--- config.mk ---
export PLATFORM = sky130hd
export DESIGN_NAME = delayprog_multich
export DESIGN_NICKNAME = d
export VERILOG_FILES = /design/src/rtl/delayprog_multich.sv
export SDC_FILE = /design/constraint.sdc
export NUM_CORES = 1
export LEC_CHECK = 0
export CORE_MARGIN = 8
export CORE_UTILIZATION = 41
export DETAILED_ROUTE_END_ITERATION = 10
export GPL_TIMING_DRIVEN = 0
export SKIP_LAST_GASP = 1
export SYNTH_ARGS = -nofsm -noshare
export SYNTH_HDL_FRONTEND = slang
export SYNTH_SLANG_ARGS = --single-unit
export TNS_END_PERCENT = 100
--- constraint.sdc ---
create_clock -name CELCLK -period 2.5 [get_ports CELCLK]
set_input_delay 0.25 -clock CELCLK [delete_from_list [all_inputs] [get_ports CELCLK]]
set_output_delay 0.25 -clock CELCLK [all_outputs]
set_load 0.05 [all_outputs]
--- src/rtl/delayprog_multich.sv ---
// Multi-channel programmable edge delay with glitch rejection.
// Each channel: input synchroniser feeding an IDLE/COUNT timing FSM.
module delayprog_multich #(
    parameter int NCH  = 4,
    parameter int CW   = 8,
    parameter int SYNC = 2
) (
    input  logic              CELCLK,
    input  logic              CELRSTN,
    input  logic              CELV,
    input  logic              CELG,
    input  logic              CELSUB,
    input  logic [NCH-1:0]    i,
    input  logic [NCH-1:0]    en,
    input  logic [NCH*CW-1:0] dly,
    input  logic [NCH*2-1:0]  mode,
    output logic [NCH-1:0]    o,
    output logic [NCH-1:0]    busy,
    output logic [NCH-1:0]    done
);
    typedef enum logic {IDLE, COUNT} state_t;

    state_t [NCH-1:0]         st;
    logic [NCH-1:0][SYNC-1:0] sync_q;
    logic [NCH-1:0][CW-1:0]   cnt;
    logic [NCH-1:0][CW-1:0]   dly_l;
    logic [NCH-1:0][1:0]      mode_l;
    logic [NCH-1:0]           isync;
    logic [NCH-1:0]           qual;
    logic                     unused_ok;

    // Supply pins and the latched mode carry no function in RTL.
    assign unused_ok = ^{CELV, CELG, CELSUB, mode_l};

    always_ff @(posedge CELCLK or negedge CELRSTN) begin
        if (!CELRSTN) begin
            sync_q <= '0;
        end else begin
            for (int n = 0; n < NCH; n++) begin
                sync_q[n] <= {sync_q[n][SYNC-2:0], i[n]};
            end
        end
    end

    // Edge direction selected by mode; meaningful only when isync differs from o.
    always_comb begin
        isync = '0;
        qual  = '0;
        for (int n = 0; n < NCH; n++) begin
            isync[n] = sync_q[n][SYNC-1];
            unique case (mode[2*n +: 2])
                2'b00:   qual[n] = isync[n];
                2'b01:   qual[n] = ~isync[n];
                2'b10:   qual[n] = 1'b1;
                default: qual[n] = 1'b0;
            endcase
        end
    end

    always_ff @(posedge CELCLK or negedge CELRSTN) begin
        if (!CELRSTN) begin
            for (int n = 0; n < NCH; n++) begin
                st[n]     <= IDLE;
                cnt[n]    <= '0;
                dly_l[n]  <= '0;
                mode_l[n] <= '0;
                o[n]      <= 1'b0;
                busy[n]   <= 1'b0;
                done[n]   <= 1'b0;
            end
        end else begin
            for (int n = 0; n < NCH; n++) begin
                done[n] <= 1'b0;
                if (!en[n]) begin
                    st[n]   <= IDLE;
                    cnt[n]  <= '0;
                    o[n]    <= 1'b0;
                    busy[n] <= 1'b0;
                end else begin
                    unique case (st[n])
                        IDLE: begin
                            if (isync[n] != o[n]) begin
                                if (!qual[n] || dly[n*CW +: CW] == '0) begin
                                    o[n]    <= isync[n];
                                    done[n] <= qual[n];
                                end else begin
                                    st[n]     <= COUNT;
                                    cnt[n]    <= CW'(1);
                                    dly_l[n]  <= dly[n*CW +: CW];
                                    mode_l[n] <= mode[2*n +: 2];
                                    busy[n]   <= 1'b1;
                                end
                            end
                        end
                        COUNT: begin
                            // A return of the input beats a terminal count.
                            if (isync[n] == o[n]) begin
                                st[n]   <= IDLE;
                                cnt[n]  <= '0;
                                busy[n] <= 1'b0;
                            end else if (cnt[n] == dly_l[n]) begin
                                st[n]   <= IDLE;
                                cnt[n]  <= '0;
                                busy[n] <= 1'b0;
                                o[n]    <= isync[n];
                                done[n] <= 1'b1;
                            end else begin
                                cnt[n] <= cnt[n] + CW'(1);
                            end
                        end
                        default: st[n] <= IDLE;
                    endcase
                end
            end
        end
    end
endmodule

# Word level (Yosys, flattened, before mapping)
# Cells that the tools add are included.
# word_totals
ff_bits	88
inputBits	53
output_inout_bits	12
elab_cells	241
# classes
addsub	4
n_eq_ne	44
muxes	124
bitwise	12
n_reduce_logical	32
# ops
operator	count
$mux W8	20
$mux W1	80
$pmux W8 S2	4
$ne A3 B3 Y1 const B	16
$add A8 B1 Y8 const B	4
$eq A8 B8 Y1	4
$logic_not A8 Y1	4
$pmux W1 S2	16
$reduce_and A4 Y1	8
$ne A4 B2 Y1 const B	4
$ne A3 B2 Y1 const B	4
$not A1 Y1	12
$pmux W1 S3	4
$reduce_and A3 Y1	4
$eq A2 B1 Y1 const B	4
$eq A2 B2 Y1 const B	4
$logic_not A2 Y1	4
$reduce_and A2 Y1	4
$eq A1 B1 Y1	4
$logic_not A1 Y1	4
$logic_or A1 B1 Y1	4
$ne A1 B1 Y1	4

# Logic depth before layout (Yosys ltp)
# Gate-level depths: netlist of the first run.
# logic_depth
depth_word	8
ltp_mapped	7
depth_no_buf	6

# Worst setup path after synthesis of the first run
# OpenSTA, ideal clock, no wires.
# synth_timing
path_kind	register to register
from	reg o[0]
to	reg dly_l[1] (netlist name)
setup_ns	0.128
arrival_time_ns	1.805
t_required_ns	2.372
setup_slack_ns	0.568
path_stages_with_launch	5
path_buffers	0
synth_period_minus_slack_ns	1.932
cell_sequence	dfrtp_1 > xnor2_1 > a2111oi_4 > nand2_2 > mux2_1
# synth_via
elab_chain_cells	2
# synth_rtl
item	line_no	source
from (decl)	17	output logic [NCH-1:0] o,
from (signal, indexed assignment)	84	o[n] <= isync[n];
from (signal, indexed assignment)	105	o[n] <= isync[n];
$ne A1 B1 Y1	82	if (isync[n] != o[n]) begin
$reduce_and A4 Y1 (no line)	--	
to (signal, indexed assignment)	89	dly_l[n] <= dly[n*CW +: CW];
to (decl)	26	logic [NCH-1:0][CW-1:0] dly_l;
# Every way passes these cells.
# A chain may end at the register's enable or synchronous reset.

# Worst setup path after layout of the first run
# layout_timing
from	in dly[21]
to	reg cnt[19] (netlist name)
# layout_via
elab_chain_cells	4
# layout_rtl
item	line_no	source
from (decl)	15	input logic [NCH*CW-1:0] dly,
$logic_not A8 Y1	83	if (!qual[n] || dly[n*CW +: CW] == '0) begin
$logic_or A1 B1 Y1	83	
$ne A3 B3 Y1 (no line)	--	
$reduce_and A2 Y1 (no line)	--	
to (signal, indexed assignment)	108	cnt[n] <= cnt[n] + CW'(1);
to (decl)	25	logic [NCH-1:0][CW-1:0] cnt;
# Every way passes these cells.

==> metrics.md, run 1 <==
| Metric | Value |
|---|---|
| Main area contributors after synthesis | `dfrtp_1 (50%), mux2_2 (7.9%), xor2_1 (7.4%)` |
| Fmax | `0.470 GHz` |
| IO buf count | `60` |
| Peak per-stage delay on the critical path | `0.63 ns` |
| Global-route wire length before repair | `15,900 um` |
| Pwr Density | `669 nW/um^2` |
| Worst EP required | `2.79 ns` |
| Core area | `10,700 um^2` |
| Root Buffer | `clkbuf_8` |
| Share of layout cells above drive strength 1 | `14.1%` |
| Total global-route track usage | `13.5%` |
| Mean Syn Cell Area | `11.1 um^2` |
| Die W | `120 um` |
| Fin. Hold Viols | `0` |
| Vias in the first global route | `3,380` |
| CTS buffer count | `9` |
| Initial core utilization | `41.3%` |
| Placed Cells | `598` |
| Synth top area share | `50.1%` |
| N_diodes | `0` |
| Synth area leader | `dfrtp_1` |
| Hold buffers post-CTS | `1` |
| Worst Setup Start Kind | `input port` |
| Setup Crit Path Kind | `in2reg` |
| Most frequent cells in the layout | `dfrtp_1 (88), clkdlybuf4s50_1 (59), xor2_1 (37), mux2_2 (31), nand2_1 (30)` |
| Part of the Yosys area used for sequential elements | `50.1%` |
| DRT Pass-1 Iters | `5` |
| Reg clk slew, reported paths | `0.08 ns` |
| 1st-iter DRT viols | `163` |
| Largest net degree at the start of global routing | `67` |
| Post-Syn Area | `4400 um^2` |
| Hpwl dp | `6890 um` |
| Clock buffer depth | `2` |
| Critical Path Most Common Cell | `a211oi_2` |
| Power, Total | `3.62 mW` |
| DRT Wirelength | `9180 um` |
| Final setup viols | `0` |
| Final Cycle Share | `85.1%` |
| Routability cong. | `0.777` |
| Filler Cells Inserted | `984` |
| CP Buf/Inv Count | `1` |
| Yosys cell types | `49` |
| Ys async rst share | `100%` |
| Antenna-violating nets left | `0` |
| CTS tree | `built` |
| Critical-path top delay cell | `a211oi_2` |
| CP Max Fanout | `9` |
| Synth Area in XOR/XNOR | `8.17%` |
| Initial antenna violation count | `0` |
| Crit end category | `flip-flop` |
| Final #Nets | `527` |
| Simple-gate share of the synthesized area | `15.2%` |
| Outcome | `finished, final reports clean` |
| Multiplexer area fraction after synthesis | `9.33%` |
| Pre-CTS WS | `0.0549 ns` |
| Top-Level Pins | `65` |
| Setup repair bufs after CTS | `0` |
| Post-cts resize count | `0` |
| VDD IR max | `0.306 mV` |
| Crit-path leading delay family | `compound AO/OA/AOI/OAI gates` |
| DIE HEIGHT | `120 um` |
| Hold WC Path Type | `in2reg` |
| Seq cells post-synth | `88` |
| Dominant synthesized flop cell | `dfrtp_1` |
| GR Overflow Total | `0` |
| CTS HTree Levels | `3` |
| Post-route setup slack | `0.373 ns` |
| Mapped Cells | `397` |
| # Max-Cap Violations | `0` |
| CP Data Arrival Time | `2.42 ns` |
| EDFF count, synth | `0` |
| TNS Setup | `0 ns` |
| Via count | `3,242` |
| Area Overhead vs Synth | `23.1%` |
| Final number of max-transition violations | `0` |
| Fin crit period | `2.13 ns` |
| Post-synthesis compound-gate area fraction | `14.6%` |
| Worst path cell trace | `clkdlybuf4s50_1 -> nor4_1 -> a211oi_2 -> a211oi_2 -> a21o_1 -> a22o_1` |
| Largest family of logic cells by synthesized area | `simple AND/OR/NAND/NOR gates` |
| Synth Area in Adders | `1.14%` |
| Commonest non-fill, non-tap cell in the layout | `dfrtp_1` |
| Avg Vias per Cell | `5.28` |
| Skew-Pair Late Insertion Delay | `0.36 ns` |
| Full die area | `14,300 um^2` |
| Layout Skew | `0.00895 ns` |
| # DRC | `0` |
| Synth Net Count | `454` |
| Worst-Margin Slew | `0.858 ns` |
| Rows | `38` |
| RSZ-0062 raised after global routing | `false` |
| Relative slew slack | `42.3%` |
| WL/cell | `14.9 um` |
| Clk sinks | `88` |
| Leak pwr | `2.37 nW` |
| Non-filler cells, final | `614` |
| Synth warn | `0` |
[worst paths after layout]
check                                from       end  slack (ns)  cells after the start
worst max register to register     cnt[4]   busy[0]        0.53                      7
worst max-delay path              dly[21]   cnt[19]        0.37                      6
worst min-delay path                en[1]      o[1]        0.25                      2
min in group asynchronous         CELRSTN     st[1]        0.33                      2
max in group asynchronous         CELRSTN   cnt[17]        1.55                      3
worst min register to register  sync_q[6]  isync[3]        0.35                      0
[through the flow]
stage	util (%)	cell area [um^2]	hold slack (ns)
2_1_floorplan	-	4400	-0.0456
3_3_place_gp	48.6	5170	0.332
3_5_place_dp	48.8	5200	0.176
4_1_cts	50.8	5410	0.231
5_1_grt	50.8	5410	0.292
6_report	50.8	5410	0.250
[per-layer routing]
| metal | vias up | wire, um | global-route usage, % |
|---|---|---|---|
| li1 | 1599 | - | - |
| met1 | 1580 | 4240 | 17.0 |
| met2 | 50 | 4470 | 21.9 |
| met3 | 13 | 305 | 2.77 |
| met4 | 0 | 165 | 6.48 |
| met5 | - | 0 | 0 |
[final cells by class]
cell class              count  area (um^2)  share of cell area (%)
plain buffers               8         37.5                   0.693
clock buffers              13          169                    3.12
clock inverters             2         37.5                   0.693
inverters                   8         30.0                   0.555
multi-input cells         293         2130                    39.3
flip-flops and latches     88         2200                    40.7
well taps                 140          175                    3.24
repair buffers             62          636                    11.7
[power breakdown]
part           internal, mW  switching, mW
Combinational         0.406          0.381
Clock                 0.539          0.477
Sequential             1.64          0.175
Total                  2.59           1.03
[registers in the layout (all words and copies together), names as in the netlist]
name / count
cnt: 32
sync_q: 4
o: 4
st: 4
busy: 4
done: 4
dly_l: 32
isync: 4
[cell families after synthesis]
family | count (synthesis)
mux | 37
fa+ha+maj | 4
buf+inv | 16
compound gates | 89
simple gates | 122
flops | 88
xor+xnor | 41
[synth_stat cells (3+ instances only)]
library cell,count
o211ai_1,3
nor4_2,5
a21o_1,8
o311ai_0,3
o21a_1,5
nor3_1,4
mux2_2,31
a211oi_1,6
inv_1,8
buf_2,5
nor4_1,10
nand3_1,27
a21oi_1,18
nor2_1,19
xor2_1,37
xnor2_1,4
mux2i_1,5
dfrtp_1,88
and2_1,5
nand2_1,30
nand4_1,3
and3_1,6
a22o_1,13
ha_1,4
o21ai_0,18
Note: power is estimated with default switching activity, not from simulation.
==> inputs of run 2 (changes only) <==
Settings changed: MAX_ROUTING_LAYER from default to met4.
==> metrics.md, run 2 (synthesized netlist as in run 1, its figures left out) <==
| Metric | Value |
|---|---|
| Outcome | `finished, final reports clean` |
| Multi-input combinational cell area | `2130 um^2` |
| Initial core utilization | `41.3%` |
| Final Instance Area | `5410 um^2` |
| Share of layout cells above drive strength 1 | `14.1%` |
| Final #Nets | `527` |
| VDD IR max | `0.306 mV` |
| Top-Level Pins | `65` |
| Worst Setup Start Kind | `input port` |
| N_diodes | `0` |
| DRT Wirelength | `9170 um` |
| # Max-Cap Violations | `0` |
| Relative slew slack | `42.3%` |
| IO buf count | `60` |
| Worst EP required | `2.79 ns` |
| Post-cts resize count | `0` |
| Fmax | `0.471 GHz` |
| Final setup viols | `0` |
| Initial antenna violation count | `0` |
| Clock buffer depth | `2` |
| Worst-Margin Slew | `0.858 ns` |
| RSZ-0062 raised after global routing | `false` |
| CP Data Arrival Time | `2.42 ns` |
| Commonest non-fill, non-tap cell in the layout | `dfrtp_1` |
| WL/cell | `14.9 um` |
| CTS HTree Levels | `3` |
| Clk sinks | `88` |
| Rows | `38` |
| DRT Pass-1 Iters | `5` |
| DIE HEIGHT | `120 um` |
| Avg Vias per Cell | `5.28` |
| CTS buffer count | `9` |
| Global-route wire length before repair | `16,000 um` |
| Hold buffers post-CTS | `1` |
| Antenna-violating nets left | `0` |
| Area Overhead vs Synth | `23.1%` |
| Full die area | `14,300 um^2` |
| Vias in the first global route | `3,381` |
| Setup repair bufs after CTS | `0` |
| Most frequent cells in the layout | `dfrtp_1 (88), clkdlybuf4s50_1 (59), xor2_1 (37), mux2_2 (31), nand2_1 (30)` |
| # DRC | `0` |
| Root Buffer | `clkbuf_8` |
| Die W | `120 um` |
| CP Max Fanout | `9` |
| Filler Cells Inserted | `984` |
| Leak pwr | `2.37 nW` |
| Crit end category | `flip-flop` |
| Via count | `3,244` |
| Total global-route track usage | `14.0%` |
| Fin. Hold Viols | `0` |
| Reg clk slew, reported paths | `0.08 ns` |
| CTS tree | `built` |
| Hold WC Path Type | `in2reg` |
| Final number of max-transition violations | `0` |
| Core area | `10,700 um^2` |
| Fin crit period | `2.12 ns` |
| Sequential cell area | `2200 um^2` |
| Largest net degree at the start of global routing | `67` |
| 1st-iter DRT viols | `151` |
| Hpwl dp | `6890 um` |
| Dpl cell area | `5200 um^2` |
| Final Cycle Share | `85.0%` |
| GR Overflow Total | `0` |
| Setup Crit Path Kind | `in2reg` |
| Skew-Pair Late Insertion Delay | `0.36 ns` |
| Pwr Density | `669 nW/um^2` |
| Layout Skew | `0.00894 ns` |
| Largest regs | `cnt: 32 flops, dly_l: 32 flops` |
| Routability cong. | `0.787` |
| Power, Total | `3.62 mW` |
-- run 2: cell counts in the layout (fill, tap and decap cells not counted) --
Identical to the previous run, type by type.
-- run 2: area by class of cell --
cell class / instances / share of cell area (%)
repair buffers: 62 / 11.7
flip-flops and latches: 88 / 40.7
clock buffers: 13 / 3.12
multi-input cells: 293 / 39.3
inverters: 8 / 0.555
well taps: 140 / 3.24
plain buffers: 8 / 0.693
clock inverters: 2 / 0.693
-- run 2: routing by layer --
metal	wire [um]	global-route usage, %
met5	0	-
met4	165	6.48
met3	294	2.77
met2	4450	21.9
met1	4260	17.1
-- run 2: through the flow --
| stage | setup TNS (ns) | hold WS, ns | utilization [%] | cells | setup slack (ns) |
|---|---|---|---|---|---|
| 2_1_floorplan | 0 | -0.0456 | - | 397 | 0.568 |
| 3_3_place_gp | -193.01 | 0.332 | 48.6 | 597 | -2.20 |
| 3_5_place_dp | 0 | 0.176 | 48.8 | 598 | 0.0549 |
| 4_1_cts | 0 | 0.231 | 50.8 | 614 | 0.427 |
| 5_1_grt | 0 | 0.289 | 50.8 | 614 | 0.232 |
| 6_report | 0 | 0.255 | 50.8 | 614 | 0.376 |
-- run 2: report_power, final --
part / switching, mW / leakage [nW] / internal, mW
Clock: 0.480 / 0.102 / 0.539
Combinational: 0.381 / 1.13 / 0.406
Sequential: 0.175 / 1.13 / 1.64
Total: 1.04 / 2.37 / 2.59
-- run 2: path summary, 6_finish.rpt --
kind | end | depth (start not counted) | slack, ns | startpoint
hold reg to reg | isync[3] | 0 | 0.35 | sync_q[6]
max in group asynchronous | cnt[17] | 3 | 1.55 | CELRSTN
min in group asynchronous | st[1] | 2 | 0.32 | CELRSTN
setup reg to reg | busy[0] | 7 | 0.53 | cnt[4]
setup / recovery | cnt[19] | 6 | 0.38 | dly[21]
hold / removal | o[1] | 2 | 0.26 | en[1]
-- run 2: worst max-delay path: stages --
cell and delay, ns:
clkdlybuf4s50_1 0.42, nor4_1 0.62, a211oi_2 0.23, a211oi_2 0.63, a21o_1 0.14, a22o_1 0.12
==> inputs of run 3 (changes only) <==
Clock period 2.5 ns to 2.01 ns, I/O delays scaled along.
==> metrics.md, run 3 (synthesized netlist as in run 1, its figures left out) <==
| Metric | Value |
|---|---|
| Outcome | `finished, final reports clean` |
| Largest regs | `cnt: 32 flops, dly_l: 32 flops` |
| Reg clk slew, reported paths | `0.08 ns` |
| GR Overflow Total | `0` |
| N_diodes | `0` |
| VDD IR max | `0.394 mV` |
| Worst Setup Start Kind | `flip-flop` |
| Total global-route track usage | `14.0%` |
| Fmax | `0.519 GHz` |
| Die W | `120 um` |
| Commonest non-fill, non-tap cell in the layout | `dfrtp_1` |
| Non-filler cells, final | `614` |
| Hpwl dp | `6890 um` |
| TNS Setup | `0 ns` |
| Antenna-violating nets left | `0` |
| Leak pwr | `2.38 nW` |
| DRT Pass-1 Iters | `5` |
| RSZ-0062 raised after global routing | `true` |
| CTS buffer count | `9` |
| Fin. Hold Viols | `0` |
| Layout Skew | `0.00974 ns` |
| Setup Crit Path Kind | `reg2reg` |
| Filler Cells Inserted | `972` |
| Hold WC Path Type | `in2reg` |
| Rows | `38` |
| Area Overhead vs Synth | `25.6%` |
| Top-Level Pins | `65` |
| Root Buffer | `clkbuf_8` |
| Worst EP required | `2.25 ns` |
| Clk sinks | `88` |
| Global-route wire length before repair | `16,000 um` |
| 1st-iter DRT viols | `150` |
| Vias in the first global route | `3,384` |
| Initial core utilization | `41.3%` |
| Placed Cells | `598` |
| Skew-Pair Late Insertion Delay | `0.36 ns` |
| # Max-Cap Violations | `0` |
| Worst-Margin Slew | `0.745 ns` |
| Via count | `3,272` |
| Final Cycle Share | `95.8%` |
| CTS tree | `built` |
| Core area | `10,700 um^2` |
| Final number of max-transition violations | `0` |
| Final Util | `51.9%` |
| CTS HTree Levels | `3` |
| Fin crit period | `1.93 ns` |
| Crit end category | `flip-flop` |
| Initial antenna violation count | `0` |
| WL/cell | `15.1 um` |
| Share of layout cells above drive strength 1 | `16.5%` |
| Pwr Density | `833 nW/um^2` |
| Hold path start | `en[1]` |
| R2r setup slk | `0.08 ns` |
| IO buf count | `60` |
| Clock buffer depth | `2` |
| Full die area | `14,300 um^2` |
| DIE HEIGHT | `120 um` |
| Relative slew slack | `49.9%` |
| CP Data Arrival Time | `2.17 ns` |
| Avg Vias per Cell | `5.33` |
| Largest net degree at the start of global routing | `67` |
| R2r worst-path depth | `5` |
| Final #Nets | `527` |
| Final setup viols | `0` |
| CP Max Fanout | `10` |
| Hold Path Cell Cnt | `2` |
| DRT Wirelength | `9260 um` |
| Most frequent cells in the layout | `dfrtp_1 (88), clkdlybuf4s50_1 (59), xor2_1 (36), mux2_2 (31), nand2_1 (30)` |
| Hold endpoint | `o[1]` |
| Capturing point of the worst reg2reg path | `dly_l[18]` |
| # DRC | `0` |
| Reg2reg start | `isync[2]` |
| Routability cong. | `0.787` |
run 3: worst max path at each step:
stage | cells past startpoint | from | end
3_5_place_dp | 6 | dly[21] | cnt[18]
6_report | 5 | isync[2] | dly_l[18]
2_1_floorplan | 4 | o[0] | dly_l[1]
4_1_cts | 6 | dly[21] | dly_l[18]
5_1_grt | 5 | cnt[13] | o[1]
3_3_place_gp | 1 | CELRSTN | dly_l[23]
run 3: report_power, final:
group | switching [mW] | leakage (nW) | internal (mW)
sequential | 0.219 | 1.13 | 2.04
combinational | 0.540 | 1.15 | 0.531
clock | 0.597 | 0.102 | 0.671
run 3: stage by stage:
step	hold WS (ns)	setup slack, ns	instance area, um^2	total power, mW
5_1_grt	0.240	-0.0274	5520	4.87
2_1_floorplan	-0.0946	0.0777	4400	2.94
6_report	0.207	0.0841	5520	4.60
4_1_cts	0.182	-0.00957	5420	4.58
3_5_place_dp	0.127	-0.386	5200	3.29
3_3_place_gp	0.332	-2.64	5170	3.25
run 3: area by class of cell:
class / count / area (um^2) / area share (%)
Multi-Input combinational cell: 293 / 2240 / 40.5
Timing Repair Buffer: 62 / 636 / 11.5
Inverter: 8 / 30.0 / 0.544
Clock inverter: 2 / 37.5 / 0.680
Buffer: 8 / 37.5 / 0.680
Clock buffer: 13 / 169 / 3.06
Sequential cell: 88 / 2200 / 39.9
Tap cell: 140 / 175 / 3.17
run 3: critical path, cell delays in order (launching register included):
cell	delay, ns
dfrtp_1	0.44
nor3_1	0.47
a211oi_4	0.10
nand4_1	0.17
buf_2	0.27
mux2_2	0.36
run 3: metal layers:
layer | global-route usage [%] | wire [um] | vias to the layer above | share of wire [%]
met4 | 6.48 | 175 | 0 | 1.9
met1 | 17.2 | 4260 | 1601 | 46
met5 | - | 0 | - | 0
li1 | - | - | 1598 | -
met3 | 2.77 | 315 | 15 | 3.4
met2 | 21.9 | 4510 | 58 | 49
run 3: repair_timing:
action | in CTS | in global routing
setup endpoints to repair | 4 | 56
hold buffers | 1 | 0
endpoints found under the hold margin | 22 | 0
buffers inserted | 0 | 0
resized for setup | 1 | 16
pin swaps | 0 | 0
